## src/rtl/display_pkg.sv

```systemverilog
// Shared constants, state encoding and hex-to-segment table for the 7-segment scan controller.
package display_pkg;

  localparam int unsigned NUM_DIGITS = 4;
  localparam logic [6:0]  SEG_BLANK  = 7'h7F;
  localparam logic [3:0]  AN_OFF     = 4'hF;

  typedef enum logic {
    ST_BLANK = 1'b0,
    ST_DRIVE = 1'b1
  } state_t;

  // {g,f,e,d,c,b,a}, active low, indexed by nibble value
  localparam logic [6:0] SEG_TABLE [16] = '{
    7'b1000000, 7'b1111001, 7'b0100100, 7'b0110000,
    7'b0011001, 7'b0010010, 7'b0000010, 7'b1111000,
    7'b0000000, 7'b0010000, 7'b0001000, 7'b0000011,
    7'b1000110, 7'b0100001, 7'b0000110, 7'b0001110
  };

endpackage

```

## src/rtl/hex_to_seg7.sv

```systemverilog
// Combinational 4-bit hex to active-low 7-segment decode.
module hex_to_seg7
  import display_pkg::*;
(
  input  logic [3:0] hex,
  output logic [6:0] seg
);

  assign seg = SEG_TABLE[hex];

endmodule

```

## src/rtl/display_scan_ctrl.sv

```systemverilog
// 4-digit common-anode 7-segment scan controller with double-buffered load and blanking.
// Optional leading-zero blanking is enabled by defining DISPLAY_LZ_BLANK_EN.
module display_scan_ctrl
  import display_pkg::*;
#(
  parameter int unsigned DIGIT_CYCLES = 100000,
  parameter int unsigned BLANK_CYCLES = 1000
) (
  input  logic        mclk,
  input  logic        reset,
  input  logic [15:0] load_data,
  input  logic        load_valid,
  output logic        load_ready,
  input  logic [3:0]  digit_en,
  output logic [6:0]  seg,
  output logic [3:0]  an,
  output logic        frame_tick
);

  localparam int unsigned CntMax = (DIGIT_CYCLES > BLANK_CYCLES) ? DIGIT_CYCLES : BLANK_CYCLES;
  localparam int unsigned CntW   = (CntMax > 1) ? $clog2(CntMax) : 1;
  localparam logic [CntW-1:0] DigitLast = CntW'(DIGIT_CYCLES - 1);
  localparam logic [CntW-1:0] BlankLast = CntW'(BLANK_CYCLES - 1);

  state_t          state_q, state_d;
  logic [CntW-1:0] cnt_q, cnt_d;
  logic [1:0]      idx_q, idx_d;
  logic [15:0]     shadow_q, shadow_d;
  logic [15:0]     pending_q, pending_d;
  logic            full_q, full_d;
  logic            ready_q;
  logic            tick_q;
  logic [6:0]      seg_q, seg_d;
  logic [3:0]      an_q, an_d;

  logic            boundary, boundary_d, transfer;
  logic [6:0]      dec_seg;
  logic [3:0]      lz;

  hex_to_seg7 u_dec (
    .hex (shadow_q[{idx_q, 2'b00} +: 4]),
    .seg (dec_seg)
  );

  always_comb begin
    state_d = state_q;
    cnt_d   = cnt_q + 1'b1;
    idx_d   = idx_q;
    unique case (state_q)
      ST_BLANK: begin
        if (cnt_q == BlankLast) begin
          state_d = ST_DRIVE;
          cnt_d   = '0;
        end
      end
      ST_DRIVE: begin
        if (cnt_q == DigitLast) begin
          state_d = ST_BLANK;
          cnt_d   = '0;
          idx_d   = idx_q + 2'd1;
        end
      end
    endcase
  end

  assign boundary   = (state_q == ST_DRIVE) && (cnt_q == DigitLast) && (idx_q == 2'd3);
  // frame_tick is registered, so predict the boundary one cycle ahead
  assign boundary_d = (state_d == ST_DRIVE) && (cnt_d == DigitLast) && (idx_d == 2'd3);
  assign transfer   = load_valid && ready_q;

  always_comb begin
    full_d    = full_q;
    pending_d = pending_q;
    shadow_d  = shadow_q;
    if (boundary && full_q) begin
      shadow_d = pending_q;
      full_d   = 1'b0;
    end else if (transfer) begin
      pending_d = load_data;
      full_d    = 1'b1;
    end
  end

`ifdef DISPLAY_LZ_BLANK_EN
  assign lz = {shadow_q[15:12] == 4'h0, shadow_q[15:8] == 8'h00, shadow_q[15:4] == 12'h000, 1'b0};
`else
  assign lz = 4'b0000;
`endif

  always_comb begin
    seg_d = SEG_BLANK;
    an_d  = AN_OFF;
    if (state_q == ST_DRIVE) begin
      seg_d = dec_seg;
      if (digit_en[idx_q] && !lz[idx_q]) begin
        an_d = ~(4'b0001 << idx_q);
      end
    end
  end

  always_ff @(posedge mclk or posedge reset) begin
    if (reset) begin
      state_q   <= ST_BLANK;
      cnt_q     <= '0;
      idx_q     <= 2'd0;
      shadow_q  <= 16'h0000;
      pending_q <= 16'h0000;
      full_q    <= 1'b0;
      ready_q   <= 1'b0;
      tick_q    <= 1'b0;
      seg_q     <= SEG_BLANK;
      an_q      <= AN_OFF;
    end else begin
      state_q   <= state_d;
      cnt_q     <= cnt_d;
      idx_q     <= idx_d;
      shadow_q  <= shadow_d;
      pending_q <= pending_d;
      full_q    <= full_d;
      ready_q   <= ~full_d;
      tick_q    <= boundary_d;
      seg_q     <= seg_d;
      an_q      <= an_d;
    end
  end

  assign load_ready = ready_q;
  assign frame_tick = tick_q;
  assign seg        = seg_q;
  assign an         = an_q;

endmodule
```

## config.mk

```make
export PLATFORM = sky130hd
export DESIGN_NAME = display_scan_ctrl
export DESIGN_NICKNAME = d
export VERILOG_FILES = /design/src/rtl/display_pkg.sv /design/src/rtl/hex_to_seg7.sv /design/src/rtl/display_scan_ctrl.sv
export SDC_FILE = /design/constraint.sdc
export NUM_CORES = 1
export LEC_CHECK = 0
export CORE_MARGIN = 2
export CORE_UTILIZATION = 60
export CTS_CLUSTER_SIZE = 24
export DETAILED_ROUTE_END_ITERATION = 8
export PLACE_DENSITY = 0.93
export SLEW_MARGIN = 5
export SYNTH_ARGS = -nofsm -noshare
export SYNTH_HDL_FRONTEND = slang
export SYNTH_HIERARCHICAL = 1
export SYNTH_SLANG_ARGS = --single-unit
```

## constraint.sdc

```tcl
create_clock -name mclk -period 3.5 [get_ports mclk]
set_input_delay 0.525 -clock mclk [delete_from_list [all_inputs] [get_ports mclk]]
set_output_delay 0.525 -clock mclk [all_outputs]
set_load 0.01 [all_outputs]
```

==> results of run 1 <==
-- Yosys cell counts, types with 5 or more instances --
cell      instances  share of area, %
dfrtp_1          55                42
mux2_2           23               7.9
nand2_1          16               1.8
nor2_1           15               1.7
ha_1             12               4.6
dfstp_2          11               8.8
mux2_4           10               4.6
nand2b_1         10               1.9
inv_1             9               1.0
nand4_1           9               1.7
xnor2_1           8               2.1
xor2_1            8               2.1
mux2i_1           6               1.8
buf_6             5               1.7
mux4_2            5               3.4
nor4_1            5              0.95
o21ai_0           5              0.76
-- where the power goes --
group          internal, mW  switching (mW)  leakage, nW
clock                 0.421           0.295        0.112
combinational         0.107          0.0458        0.732
sequential            0.837          0.0522        0.829
total                  1.37           0.393         1.67
-- metrics by stage --
stage	util (%)	hold slack (ns)	cells	worst slack (ns)	total power, mW
2_1_floorplan	-	0.456	261	1.18	0.987
3_3_place_gp	69.9	0.468	352	1.06	1.04
3_5_place_dp	69.9	0.487	352	0.961	1.06
4_1_cts	74.2	0.496	368	0.940	1.78
5_1_grt	74.2	0.526	368	0.768	1.83
6_report	74.2	0.499	368	0.930	1.76
-- state kept, by name, summed over array words and instances (netlist names), 2 cells and up --
register   flops
an             4
cnt_q         17
pending_q     16
shadow_q      16
idx_q          2
seg            7
-- critical path, cell delays in order, from the launching register on --
cell and delay (ns):
dfrtp_1 0.40, ha_1 0.33, and4_1 0.40, and4_4 0.30
nand4_4 0.31, and2_4 0.40, mux2_4 0.33
-- area by class of cell --
cell class | instances | share of cell area, %
Tap cell | 70 | 2.27
Multi-Input combinational cell | 169 | 38.3
Timing Repair Buffer | 37 | 9.46
Clock inverter | 6 | 2.33
Clock buffer | 10 | 3.56
Inverter | 10 | 0.972
Sequential cell | 66 | 43.1
-- routing by layer --
metal	share of wire [%]	wire length, microns	track usage [%]
met1	41	2660	29.6
met2	50	3230	37.9
met3	5.5	356	5.17
met4	2.6	167	11.9
met5	0	0	0
-- path summary, 6_finish.rpt --
path                          start            to  slack [ns]  cells past startpoint
min in group asynchronous     reset      cnt_q[6]        0.56                      3
hold / removal             cnt_q[0]      cnt_q[0]        0.50                      1
setup reg to reg           cnt_q[0]  pending_q[2]        0.93                      6
max in group asynchronous     reset        seg[4]        2.49                      3
hold reg to reg            cnt_q[0]      cnt_q[0]        0.50                      1
setup / recovery           cnt_q[0]  pending_q[2]        0.93                      6
-- kinds of logic (layout without fill, tap and decap cells) --
family / after synthesis / after routing
muxes: 45 / 45
adders and majority gates: 12 / 12
AOI/OAI and AO/OA: 13 / 13
and+or+nand+nor: 83 / 83
DFF: 66 / 66
xor gates and xnor gates: 16 / 16
buffers and inverters: 26 / 63
==> results by group, run 1 <==
Run status
  • Outcome: finished clean

Floorplanning
  • Placement row count: 26
  • I/O Pins: 36
  • Die area: just over 0.006 sq mm
  • Die width: between 70 and 80 microns
  • Die height: slightly below 80 microns
  • Starting Density: 63.3%
  • Core area: about 0.0052 sq mm

Yosys
  • Compound-Gate Fraction of Synth Area: 2.85%
  • Syn_area_per_cell: 12.6 sq um
  • Ys flop type: dfrtp_1
  • Yosys cell types: 45
  • Simple-Gate Fraction of Synth Area: 14.8%
  • Combinational family with the most area after synthesis: multiplexers
  • Ys async rst share: 100%
  • Synth Area in Adders: 4.56%
  • Yosys reg bits: 66
  • YS warnings: 6
  • Seq/Total Area, Yosys: 50.6%
  • Number of flops mapped to enable cells by yosys: 0
  • Synthesized area: 0.00329 sq mm
  • Net count after synthesis: 296
  • Cells after Synth: 261
  • Xor and xnor area share after synthesis: approximately 4.3%
  • Mux cell area share after synthesis: about 18%

Placed design
  • Placed instance area: 0.00364 sq mm
  • Port bufs: 35
  • RePlAce Congestion: roughly 0.91
  • Post-DP HPWL: 4480 microns

Clock tree
  • H-tree levels: 3
  • Clock sink count: 66
  • CTS tree: yes
  • Num CTS Buffers: 9
  • Clock buffer depth: 2
  • Clk root buf: clkbuf_8
  • Post CTS Setup Buffer Count: 0
  • Worst-path clk slew: 0.08 ns
  • Number of gates resized after cts: 0
  • Worst-Skew Late Latency: 0.34 ns
  • Hold buffers post-CTS: 0

Cells and area
  • Filler cells: 333
  • Design Area, Final: 0.00386 sq mm
  • Commonest non-fill, non-tap cell in the layout: dfrtp_1
  • Post-layout nets: 328
  • Multi-input gate area: 0.00148 sq mm
  • Most frequent cells in the layout: dfrtp_1, clkdlybuf4s50_1, mux2_2, nand2_1, nor2_1
  • Ant. Diodes: 0
  • Register area: between 0.0015 and 0.002 sq mm
  • Syn-to-layout area delta: 17.3%
  • Share of cells above drive strength 1: 24.5%

Detailed routing
  • Starting DRT DRC Count: 243
  • Wirelength, routed: 6420 microns
  • Routed wire per std cell: about 17 microns
  • Detailed-route DRC error count: 0
  • DR pass1 iterations: 4
  • Routed Antenna Nets: 0
  • Via count: 2174
  • Vias per Instance: 5.91

Setup path
  • Critical setup path kind: flop to flop
  • Req. time, crit path: 3.73 ns
  • Crit start category: flop
  • Crit path arrival time: 2.80 ns
  • Worst Path Max Fanout: 18
  • Nature of the critical path endpoint: flop

STA
  • Fmax: 0.389 GHz
  • Slew Limit Headroom: approximately 65%
  • Setup tns final: 0 ns
  • Fin crit share: 73.4%
  • Final Max Slew Viols: 0
  • Endpoints failing setup: 0
  • RSZ-0062 raised after global routing: false
  • Clk_skew: 0.0120 ns
  • Shortest period the worst path allows: 2.57 ns
  • Actual slew at the worst max-slew pin: 0.523 ns
  • Final hold violation count: 0

Global route
  • Initial antenna violation count: 0
  • Pin count of the biggest net entering global routing: 43
  • Global-route wire length before repair: between 10000 and 15000 microns
  • Vias in the first global route: approximately 2.2k
  • GR Overflow Total: 0
  • Total Routing Usage GR: 23.4%

Pwr
  • VDD IR max: 356 uV
  • Leakage: 1.67 nW
  • Power Density: 455 mW/mm^2

Run
  • Max-cap violations: 0

Hold path
  • Min-Delay Path Class: flop to flop
No activity file was read; power rests on OpenSTA's default activity.
==> run 2, diff against run 1 <==
Settings changed: CORE_UTILIZATION 60 to 56, PLACE_DENSITY 0.93 to 0.88.
Clock period 3.5 ns to 2.56 ns, I/O delays scaled along.
==> results by group, run 2 (synthesized netlist as in run 1, its figures left out) <==
STA
  • Endpoints failing setup: 0
  • Clk_skew: 0.0107 ns
  • RSZ-0062 raised after global routing: false
  • Shortest period the worst path allows: 2.27 ns
  • Fin crit share: 88.8%
  • Final Max Slew Viols: 0
  • Actual slew at the worst max-slew pin: 0.556 ns
  • Slew Limit Headroom: 62.9%
  • Setup tns final: 0 ns
  • Final hold violation count: 0
  • Fmax: 0.440 GHz

Clock tree
  • Number of gates resized after cts: 0
  • Clock sink count: 66
  • Clk root buf: clkbuf_8
  • Worst-Skew Late Latency: about 0.34 ns
  • CTS tree: yes
  • Num CTS Buffers: 9
  • Clock buffer depth: 2
  • H-tree levels: 3
  • Hold buffers post-CTS: 0
  • Post CTS Setup Buffer Count: 0
  • Worst-path clk slew: 0.07 ns

Floorplanning
  • Placement row count: 27
  • Die area: 0.00651 sq mm
  • Starting Density: 58.7%
  • I/O Pins: 36
  • Core area: 0.00561 sq mm
  • Die height: around 80 microns
  • Die width: 80.7 microns

Cells and area
  • Fin util: 69.4%
  • Ant. Diodes: 0
  • Largest Register: cnt_q
  • Post-layout nets: 330
  • Regs by FF count: cnt_q x17, pending_q x16, shadow_q x16
  • Share of cells above drive strength 1: 25.0%
  • Syn-to-layout area delta: 18.2%
  • Commonest non-fill, non-tap cell in the layout: dfrtp_1
  • Design Area, Final: 0.00389 sq mm
  • Largest register FFs: 17
  • Most frequent cells in the layout: dfrtp_1, clkdlybuf4s50_1, mux2_2, nand2_1, nor2_1

Setup path
  • Req. time, crit path: 2.79 ns
  • Worst Path Max Fanout: 16
  • Crit start category: flop
  • Critical Path Source: cnt_q[0]
  • Critical setup path kind: flop to flop
  • Crit path to: pending_q[8]
  • Reg2Reg Depth: 6
  • Crit path arrival time: 2.50 ns
  • Worst flop-to-flop path endpoint: pending_q[8]
  • Nature of the critical path endpoint: flop
  • Reg2reg start: cnt_q[0]
  • Reg2reg setup slack: 0.29 ns

Global route
  • Vias in the first global route: 2202
  • Initial antenna violation count: 0
  • Pin count of the biggest net entering global routing: 42
  • Global-route wire length before repair: 10500 microns
  • Total Routing Usage GR: around 22%
  • GR Overflow Total: 0

Placed design
  • Post-DP HPWL: about 4300 microns
  • Port bufs: 35
  • Placed instance area: approximately 0.0037 sq mm
  • RePlAce Congestion: 0.892

Detailed routing
  • Routed wire per std cell: about 16 microns
  • Starting DRT DRC Count: 182
  • DR pass1 iterations: 4
  • Routed Antenna Nets: 0
  • Detailed-route DRC error count: 0
  • Via count: 2114
  • Vias per Instance: 5.68
  • Wirelength, routed: 6050 microns

Hold path
  • Min-Delay Path Class: input port to asynchronous set/reset pin

Pwr
  • Power Density: 613 mW/mm^2
  • VDD IR max: 432 uV
  • Leakage: around 1.7 nW

Run status
  • Outcome: finished clean

Run
  • Max-cap violations: 0
-- run 2: worst min-delay path by stage --
stage	cells past startpoint	endpoint	slack (ns)
after global routing	2	pending_q[10]	0.47
final	2	pending_q[11]	0.41
after CTS	2	pending_q[14]	0.42
after floorplan	1	cnt_q[0]	0.46
after detailed placement	1	shadow_q[9]	0.49
after global placement	1	cnt_q[0]	0.47
-- run 2: critical path, cell delays in order, from the launching register on --
cell and delay [ns]:
dfrtp_1 0.41, ha_1 0.34, and4_1 0.39, and4_4 0.30
nand4_4 0.11, and2_4 0.29, mux2_4 0.32
-- run 2: area by class of cell --
class                           instances  area [sq um]
Fill cell                             415          1720
Clock inverter                          6          88.8
Inverter                               10          37.5
Clock buffer                           10           138
Tap cell                               72          90.1
Timing Repair Buffer                   39           393
Multi-Input combinational cell        169          1480
Sequential cell                        66          1670
-- run 2: report_power, final --
part / switching, mW / internal, mW / total [mW]
registers: 0.0654 / 1.14 / 1.21
clock network: 0.398 / 0.576 / 0.974
logic: 0.0572 / 0.146 / 0.204
-- run 2: stage by stage --
stage | power [mW] | setup WS (ns) | cells | hold slack (ns)
4_1_cts | 2.42 | 0.313 | 372 | 0.420
3_3_place_gp | 1.42 | 0.417 | 356 | 0.467
5_1_grt | 2.49 | 0.117 | 372 | 0.470
3_5_place_dp | 1.43 | 0.346 | 356 | 0.488
6_report | 2.39 | 0.287 | 372 | 0.410
2_1_floorplan | 1.35 | 0.241 | 261 | 0.456
-- run 2: layer usage --
metal	share of wire (%)	vias up	wire length (microns)	track usage, %
met5	0	-	0	0
met1	44	1030	2660	28.2
li1	-	988	-	-
met3	4.7	20	286	6.52
met4	3.2	0	192	11.7
met2	48	76	2910	33.3
